$ cat src/rtl/uart_rx_if.sv
// uart_rx_if: one-entry receive holding register handshake.
// master drives rx_data/rx_valid, slave returns rx_ready.
interface uart_rx_if #(
  parameter int DATA_BITS = 8
);
  logic [DATA_BITS-1:0] rx_data;
  logic                 rx_valid;
  logic                 rx_ready;

  modport master (
    output rx_data,
    output rx_valid,
    input  rx_ready
  );

  modport slave (
    input  rx_data,
    input  rx_valid,
    output rx_ready
  );
endinterface

$ cat src/rtl/uart_rx.sv
// uart_rx: 8N1-style serial receiver with mid-bit sampling.
// Ports: clk, rst_n, rx (async line), rx_if (data/valid/ready), frame_err, overrun pulses.
module uart_rx #(
  parameter int CLKS_PER_BIT = 87,
  parameter int DATA_BITS    = 8
) (
  input  logic      clk,
  input  logic      rst_n,
  input  logic      rx,
  uart_rx_if.master rx_if,
  output logic      frame_err,
  output logic      overrun
);

  localparam int CW = $clog2(CLKS_PER_BIT);
  localparam int IW = $clog2(DATA_BITS);

  localparam logic [CW-1:0] HALF_M1 =
    CW'(CLKS_PER_BIT / 2 - 1);
  localparam logic [CW-1:0] BIT_M1 =
    CW'(CLKS_PER_BIT - 1);
  localparam logic [IW-1:0] IDX_LAST =
    IW'(DATA_BITS - 1);

  typedef enum logic [2:0] {
    IDLE,
    START,
    DATA,
    STOP,
    WAIT_HIGH
  } state_t;

  state_t               state_q;
  logic                 meta_q;
  logic                 rxs_q;
  logic [CW-1:0]        cnt_q;
  logic [IW-1:0]        idx_q;
  logic [DATA_BITS-1:0] sh_q;
  logic [DATA_BITS-1:0] data_q;
  logic                 valid_q;
  logic                 ferr_q;
  logic                 ovr_q;

  assign rx_if.rx_data  = data_q;
  assign rx_if.rx_valid = valid_q;
  assign frame_err      = ferr_q;
  assign overrun        = ovr_q;

  always_ff @(posedge clk or negedge rst_n) begin
    if (!rst_n) begin
      state_q <= IDLE;
      meta_q  <= 1'b1;
      rxs_q   <= 1'b1;
      cnt_q   <= '0;
      idx_q   <= '0;
      sh_q    <= '0;
      data_q  <= '0;
      valid_q <= 1'b0;
      ferr_q  <= 1'b0;
      ovr_q   <= 1'b0;
    end else begin
      meta_q <= rx;
      rxs_q  <= meta_q;
      ferr_q <= 1'b0;
      ovr_q  <= 1'b0;
      cnt_q  <= cnt_q + 1'b1;

      if (valid_q && rx_if.rx_ready) begin
        valid_q <= 1'b0;
      end

      unique case (state_q)
        IDLE: begin
          cnt_q <= '0;
          if (!rxs_q) begin
            state_q <= START;
          end
        end
        START: begin
          // Mid start bit: a high line here was a glitch.
          if (cnt_q == HALF_M1) begin
            cnt_q   <= '0;
            idx_q   <= '0;
            state_q <= rxs_q ? IDLE : DATA;
          end
        end
        DATA: begin
          if (cnt_q == BIT_M1) begin
            cnt_q <= '0;
            // LSB arrives first, so shift in from the top.
            sh_q  <= {rxs_q, sh_q[DATA_BITS-1:1]};
            if (idx_q == IDX_LAST) begin
              state_q <= STOP;
            end else begin
              idx_q <= idx_q + 1'b1;
            end
          end
        end
        STOP: begin
          if (cnt_q == BIT_M1) begin
            cnt_q <= '0;
            if (rxs_q) begin
              state_q <= IDLE;
              // A same-cycle accept frees the slot.
              if (!valid_q || rx_if.rx_ready) begin
                data_q  <= sh_q;
                valid_q <= 1'b1;
              end else begin
                ovr_q <= 1'b1;
              end
            end else begin
              ferr_q  <= 1'b1;
              state_q <= WAIT_HIGH;
            end
          end
        end
        WAIT_HIGH: begin
          // Hold off until a break releases the line.
          cnt_q <= '0;
          if (rxs_q) begin
            state_q <= IDLE;
          end
        end
        default: begin
          cnt_q   <= '0;
          state_q <= IDLE;
        end
      endcase
    end
  end

endmodule

$ cat src/flat_wrapper.sv
// flat-port wrapper written by rule: the top's interface ports become plain ports
module uart_rx_flat 
#(
  parameter int CLKS_PER_BIT = 87,
  parameter int DATA_BITS    = 8
)
  (clk, rst_n, rx, frame_err, overrun, rx_if_rx_data, rx_if_rx_valid, rx_if_rx_ready);
  uart_rx_if #(.DATA_BITS(DATA_BITS)) rx_if_i ();
  input  logic clk;
  input  logic rst_n;
  input  logic rx;
  output logic frame_err;
  output logic overrun;
  output wire logic [$bits(rx_if_i.rx_data)-1:0] rx_if_rx_data;
  output wire logic [$bits(rx_if_i.rx_valid)-1:0] rx_if_rx_valid;
  input wire logic [$bits(rx_if_i.rx_ready)-1:0] rx_if_rx_ready;
  assign rx_if_rx_data = rx_if_i.rx_data;
  assign rx_if_rx_valid = rx_if_i.rx_valid;
  assign rx_if_i.rx_ready = rx_if_rx_ready;
  uart_rx #(.CLKS_PER_BIT(CLKS_PER_BIT), .DATA_BITS(DATA_BITS)) u_core (.clk(clk), .rst_n(rst_n), .rx(rx), .rx_if(rx_if_i), .frame_err(frame_err), .overrun(overrun));
endmodule
$ cat config.mk
export PLATFORM = sky130hd
export DESIGN_NAME = uart_rx_flat
export DESIGN_NICKNAME = d
export VERILOG_FILES = /design/src/rtl/uart_rx_if.sv /design/src/rtl/uart_rx.sv /design/src/flat_wrapper.sv
export SDC_FILE = /design/constraint.sdc
export NUM_CORES = 1
export LEC_CHECK = 0
export ABC_AREA = 1
export BUFFER_PORTS_ARGS = -buffer_cell sky130_fd_sc_hd__buf_2
export CORE_MARGIN = 1
export CORE_UTILIZATION = 40
export CTS_CLUSTER_SIZE = 24
export DETAILED_ROUTE_END_ITERATION = 10
export PLACE_DENSITY_LB_ADDON = 0.05
export SETUP_SLACK_MARGIN = 0.02
export SYNTH_ARGS = -nofsm -noshare
export SYNTH_HDL_FRONTEND = slang
export SYNTH_SLANG_ARGS = --single-unit
export TNS_END_PERCENT = 50
$ cat constraint.sdc
create_clock -name clk -period 2.05 [get_ports clk]
set_input_delay 0.205 -clock clk [delete_from_list [all_inputs] [get_ports clk]]
set_output_delay 0.205 -clock clk [all_outputs]
set_load 0.03 [all_outputs]
==> impl_metrics.tcl, run 1 <==
set metrics [dict create \
    ctsLongestPathBuffers 2 \
    path_delay_family "simple AND/OR/NAND/NOR gates" \
    post_cts_buffers 0 \
    antenna_found_initial 0 \
    seq_area_frac_synth 0.536 \
    clk-insertion-delay-late_ns 0.28 \
    cts_root_buf "clkbuf_8" \
    critical_path_class "reg -> reg" \
    relSlewSlack 0.500 \
    row_count 22 \
    cts_resized 0 \
    outcome "complete, but fails checks" \
    cts_buffers 5 \
    holdBufCountCts 0 \
    die_h_um 65.1 \
    synth_area_per_cell_um2 8.89 \
    wirelength_um 2740 \
    grt-ovfl-total 0 \
    die_w_um 65.1 \
    initial_core_util 0.425 \
    skew_ns 0.00346 \
    drtIter0Drc 72 \
    clk_pin_slew_worst_paths_ns 0.07 \
    coreArea_um2 3740 \
    postRouteAntennaNets 0 \
    place_ws_ns 0.479 \
    first_pass_iters 4 \
    diodes 0 \
    violations "hold timing" \
    vias 1163 \
    final.min_clock_period_ns 1.58 \
    grt_pass1_vias 1197 \
    routedWlPerCell_um 11.1 \
    htree_levels 2 \
    ys_ff_latch 34 \
    rsz0062_at_grt "no" \
    final_nets 205 \
    holdWs_ns -0.0130 \
    cp_common_cell "nor2_4" \
    crit_chain "inv_1 > ha_1 > nand3_2 > nor2_4 > nand2_4 > nor2_4 > nand2_1 > o21a_1" \
    clock-sinks 34 \
    min_path_type "in -> async" \
    worstPathArrival_ns 1.75 \
    critical_path.endpoint_type "flip-flop" \
    synth_area_um2 1590 \
    hold_violations 32 \
    cp_data_required_time_ns 2.23 \
    fin_crit_sh 0.770 \
    syn2layout_area_growth_pct 12.0 \
    grt_max_degree 35 \
    synth_cell_types 25 \
    grt_pass1_wl_um 5100 \
    r2r-start "u_core.cnt_q[0]" \
    ir_worst_vdd_mv 0.509 \
    io_buffers 14 \
    crit_cells 8 \
    start_kind "flip-flop" \
    grt_use_total 0.162 \
    reg2reg_to "u_core.rx_if.rx_data[2]" \
    hpwl_um 1960 \
    drive_above_1_share 0.197 \
    cts_tree "built" \
    p_leak_nw 0.933 \
    cp_max_fo 11 \
    cap_violations 0 \
    fmax_mhz 634 \
    total_power_mw 1.78 \
    setup_viol 0 \
    cpPeakStageDelay_ns 0.41 \
    finalWeightedCongestion 0.800 \
    synth_cells 179 \
    drc 0 \
    worst_pin_slew_ns 0.749 \
    fin_ws_ns 0.472 \
    r2r_setup_slack_ns 0.47 \
    reg2regPathDepth 8 \
    tns_ns 0 \
    synth_fp_nets 187 \
    die_area_um2 4230 \
    drv_slew 0 \
    slowest_stage "dfrtp_1" \
    ios 15 \
    power-per-cell-area_nw_per_um2 1000 \
    path_buf_inv 1 \
    ys_warn_count 0 \
    routed_via_density 4.73 \
]
## flip-flops by register name (all words and copies together), names as in the netlist
name	cells
u_core.cnt_q	7
u_core.frame_err	1
u_core.idx_q	3
u_core.meta_q	1
u_core.overrun	1
u_core.rx_if.rx_data	8
u_core.rx_if.rx_valid	1
u_core.rxs_q	1
u_core.sh_q	8
u_core.state_q	3
## placed cells by master, fill, tap and decap left out, types with 4 or more instances in the layout
| cell | instances |
|---|---|
| nand2_2 | 4 |
| buf_2 | 14 |
| nand2_1 | 43 |
| ha_1 | 4 |
| dfrtp_1 | 32 |
| a21oi_1 | 4 |
| clkbuf_8 | 6 |
| o21ai_0 | 10 |
| nand3_1 | 14 |
| inv_1 | 17 |
| nor2_1 | 22 |
## cell usage after synthesis
master / count / share of area
nand2_1: 43 / 0.10
dfrtp_1: 32 / 0.50
nor2_1: 22 / 0.052
inv_1: 17 / 0.040
nand3_1: 14 / 0.044
o21ai_0: 10 / 0.031
a21oi_1: 4 / 0.013
ha_1: 4 / 0.031
nand2_2: 4 / 0.016
inv_2: 3 / 0.0071
nor2_2: 3 / 0.012
nor2_4: 3 / 0.021
nor3_1: 3 / 0.0094
o21a_1: 3 / 0.014
buf_6: 2 / 0.014
dfstp_2: 2 / 0.033
xor2_1: 2 / 0.011
buf_4: 1 / 0.0047
nand2_4: 1 / 0.0071
nand3_2: 1 / 0.0063
nand3_4: 1 / 0.011
nand3b_1: 1 / 0.0047
nand4_1: 1 / 0.0039
o21ai_1: 1 / 0.0031
xnor2_1: 1 / 0.0055
## worst register-to-register path, stage by stage (launching register included)
cell and delay, ns:
dfrtp_1 0.41, inv_1 0.07, ha_1 0.19, nand3_2 0.11
nor2_4 0.19, nand2_4 0.10, nor2_4 0.21, nand2_1 0.09
o21a_1 0.11
## through the flow
stage,cells,instance area (µm²),util
5_1_grt,246,1780,0.476
4_1_cts,246,1780,0.476
6_report,246,1780,0.476
3_3_place_gp,238,1690,0.452
2_1_floorplan,179,1590,-
3_5_place_dp,238,1690,0.452
## cells by family after synthesis
family / share of synthesized area
AO/OA/AOI/OAI: 0.0613
flip-flops: 0.536
AND/OR/NAND/NOR: 0.289
buffers and inverters: 0.0660
XOR/XNOR: 0.0165
adder cells (fa/ha/maj): 0.0314
## worst max path at each step
stage	start	end	slack (ns)
after floorplan	u_core.cnt_q[0]	u_core.rx_if.rx_data[4]	0.61
after global placement	u_core.cnt_q[0]	u_core.rx_if.rx_data[6]	0.52
after detailed placement	u_core.cnt_q[0]	u_core.rx_if.rx_data[6]	0.48
after CTS	u_core.cnt_q[0]	u_core.rx_if.rx_data[6]	0.46
after global routing	u_core.cnt_q[0]	u_core.rx_if.rx_data[6]	0.31
final	u_core.cnt_q[0]	u_core.rx_if.rx_data[2]	0.47
## area by class of cell
class	instances	area [µm²]
clock buffers	7	86.3
clock inverters	1	5.00
fillers	399	1960
inverters	20	75.1
multi-input cells	122	633
flip-flops and latches	34	853
well taps	48	60.1
repair buffers	14	70.1
## power breakdown
part           switching (mW)  total, mW  internal, mW
Clock                   0.230      0.501         0.271
Combinational           0.327      0.473         0.145
Sequential             0.0769      0.809         0.732
Total                   0.634       1.78          1.15
## routing by layer
| metal | GRT usage | up-vias | part of all wire |
|---|---|---|---|
| met3 | 0.0528 | 7 | 0.037 |
| met4 | 0.0734 | 0 | 0.020 |
| met5 | 0 | - | 0 |
| li1 | - | 599 | - |
| met2 | 0.266 | 17 | 0.46 |
| met1 | 0.192 | 540 | 0.48 |
Power figures use the tool's default switching activity.
==> run 2, diff against run 1 <==
==> constraint.sdc (replaced) <==
create_clock -name clk -period 1.42 [get_ports clk]
set_input_delay 0.142 -clock clk [delete_from_list [all_inputs] [get_ports clk]]
set_output_delay 0.142 -clock clk [all_outputs]
set_load 0.03 [all_outputs]
==> impl_metrics.tcl, run 2 (synthesis results as in run 1) <==
set metrics [dict create \
    outcome "complete, but fails checks" \
    violations "setup timing" \
    drive_above_1_share 0.333 \
    seq_area_um2 853 \
    worst_pin_slew_ns 0.776 \
    ios 15 \
    ir_worst_vdd_mv 0.907 \
    clk-insertion-delay-late_ns 0.28 \
    skew_ns 0.00593 \
    reg2regPathDepth 8 \
    hold_violations 0 \
    final.min_clock_period_ns 1.49 \
    fin_ws_ns -0.0713 \
    fmax_mhz 671 \
    p_leak_nw 1.04 \
    fin_crit_sh 1.05 \
    die_area_um2 4230 \
    num-fill-cells 366 \
    finalWeightedCongestion 0.913 \
    relSlewSlack 0.481 \
    htree_levels 2 \
    drtIter0Drc 76 \
    critical_path.endpoint_type "flip-flop" \
    layout_common_cells "nand2_1 (36), dfrtp_1 (32), nor2_1 (20)" \
    placed_cell_area_um2 1770 \
    min_path_type "in -> async" \
    path_buf_inv 2 \
    critical_path_class "reg -> reg" \
    rsz0062_at_grt "yes" \
    clk_pin_slew_worst_paths_ns 0.07 \
    io_buffers 14 \
    grt_use_total 0.165 \
    cts_tree "built" \
    grt-ovfl-total 0 \
    grt_pass1_vias 1206 \
    grt_pass1_wl_um 5160 \
    hpwl_um 2150 \
    multi_input_area_um2 756 \
    crit_cells 8 \
    diodes 0 \
    syn2layout_area_growth_pct 28.5 \
    final_nets 220 \
    drv_slew 0 \
    routed_via_density 4.81 \
    postRouteAntennaNets 0 \
    slowest_stage "dfrtp_1" \
    start_kind "flip-flop" \
    worstPathArrival_ns 1.66 \
    cp_max_fo 6 \
    setup_viol 21 \
    cts_buffers 5 \
    power-per-cell-area_nw_per_um2 1420 \
    r2r_setup_slack_ns -0.07 \
    path_delay_family "simple AND/OR/NAND/NOR gates" \
    cap_violations 0 \
    drc 0 \
    fin_area_um2 2050 \
    die_h_um 65.1 \
    initial_core_util 0.425 \
    coreArea_um2 3740 \
    cp_data_required_time_ns 1.59 \
    die_w_um 65.1 \
    routedWlPerCell_um 12.3 \
    final_common_cell "nand2_1" \
    first_pass_iters 4 \
    clock-sinks 34 \
    row_count 22 \
    cts_root_buf "clkbuf_8" \
    wirelength_um 3200 \
    crit_chain "inv_2 > ha_4 > nand3_4 > nor2_4 > nand2_4 > buf_12 > o21ai_0 > nand2_1" \
    antenna_found_initial 0 \
    ctsLongestPathBuffers 2 \
    cpPeakStageDelay_ns 0.38 \
    grt_max_degree 19 \
    holdWs_ns 0.315 \
    vias 1256 \
]
-- run 2: cell types whose count changed in the layout (fill, tap and decap cells not counted), moves of 3 or more --
cell and change:
nand2_4 +4, nor2_4 +3, o21ai_0 -5, ha_1 -3, buf_4 +7, nand2_1 -7
o21ai_1 +3, nand2_2 +4
-- run 2: worst paths after layout --
path,startpoint,to
hold reg to reg,u_core.meta_q,u_core.rxs_q
setup / recovery,u_core.cnt_q[0],u_core.rx_if.rx_data[7]
hold / removal,rst_n,u_core.cnt_q[4]
setup reg to reg,u_core.cnt_q[0],u_core.rx_if.rx_data[7]
min in group clk,rx_if_rx_ready,u_core.overrun
max in group asynchronous,rst_n,u_core.sh_q[6]
-- run 2: final cells by class --
class	count	area share
clock buffers	7	0.0422
clock inverters	1	0.00245
inverters	20	0.0391
multi-input cells	124	0.369
flip-flops and latches	34	0.417
well taps	48	0.0294
repair buffers	27	0.100
-- run 2: power by group --
part / internal [mW] / total [mW] / switching, mW / leakage [nW]
Clock: 0.391 / 0.727 / 0.336 / 0.0482
Sequential: 1.06 / 1.17 / 0.115 / 0.455
Combinational: 0.392 / 1.01 / 0.618 / 0.537
-- run 2: layer usage --
metal,GRT usage,vias up,wire length [µm]
li1,-,632,-
met1,0.191,588,1410
met2,0.276,30,1630
met3,0.0493,6,122
met4,0.0788,0,40
met5,0,-,0
-- run 2: timing repair --
action                                  CTS  global route
gates resized for setup                   6            31
setup buffers                             1             3
endpoints found under the hold margin    15             0
hold buffers                              2             0
endpoints found under the setup margin   15            29
pin swaps                                 4            10
cloned                                    1             1
-- run 2: stage by stage --
stage / utilization / cells / total power [mW] / setup TNS, ns / worst slack [ns]
after floorplan: - / 179 / 1.71 / 0 / 0.0124
after global placement: 0.473 / 245 / 1.94 / -0.0261 / -0.00888
after detailed placement: 0.473 / 245 / 1.96 / -0.171 / -0.0584
after CTS: 0.511 / 257 / 2.77 / -0.234 / -0.0408
after global routing: 0.546 / 261 / 3.09 / -2.62 / -0.146
final: 0.546 / 261 / 2.91 / -0.759 / -0.0713
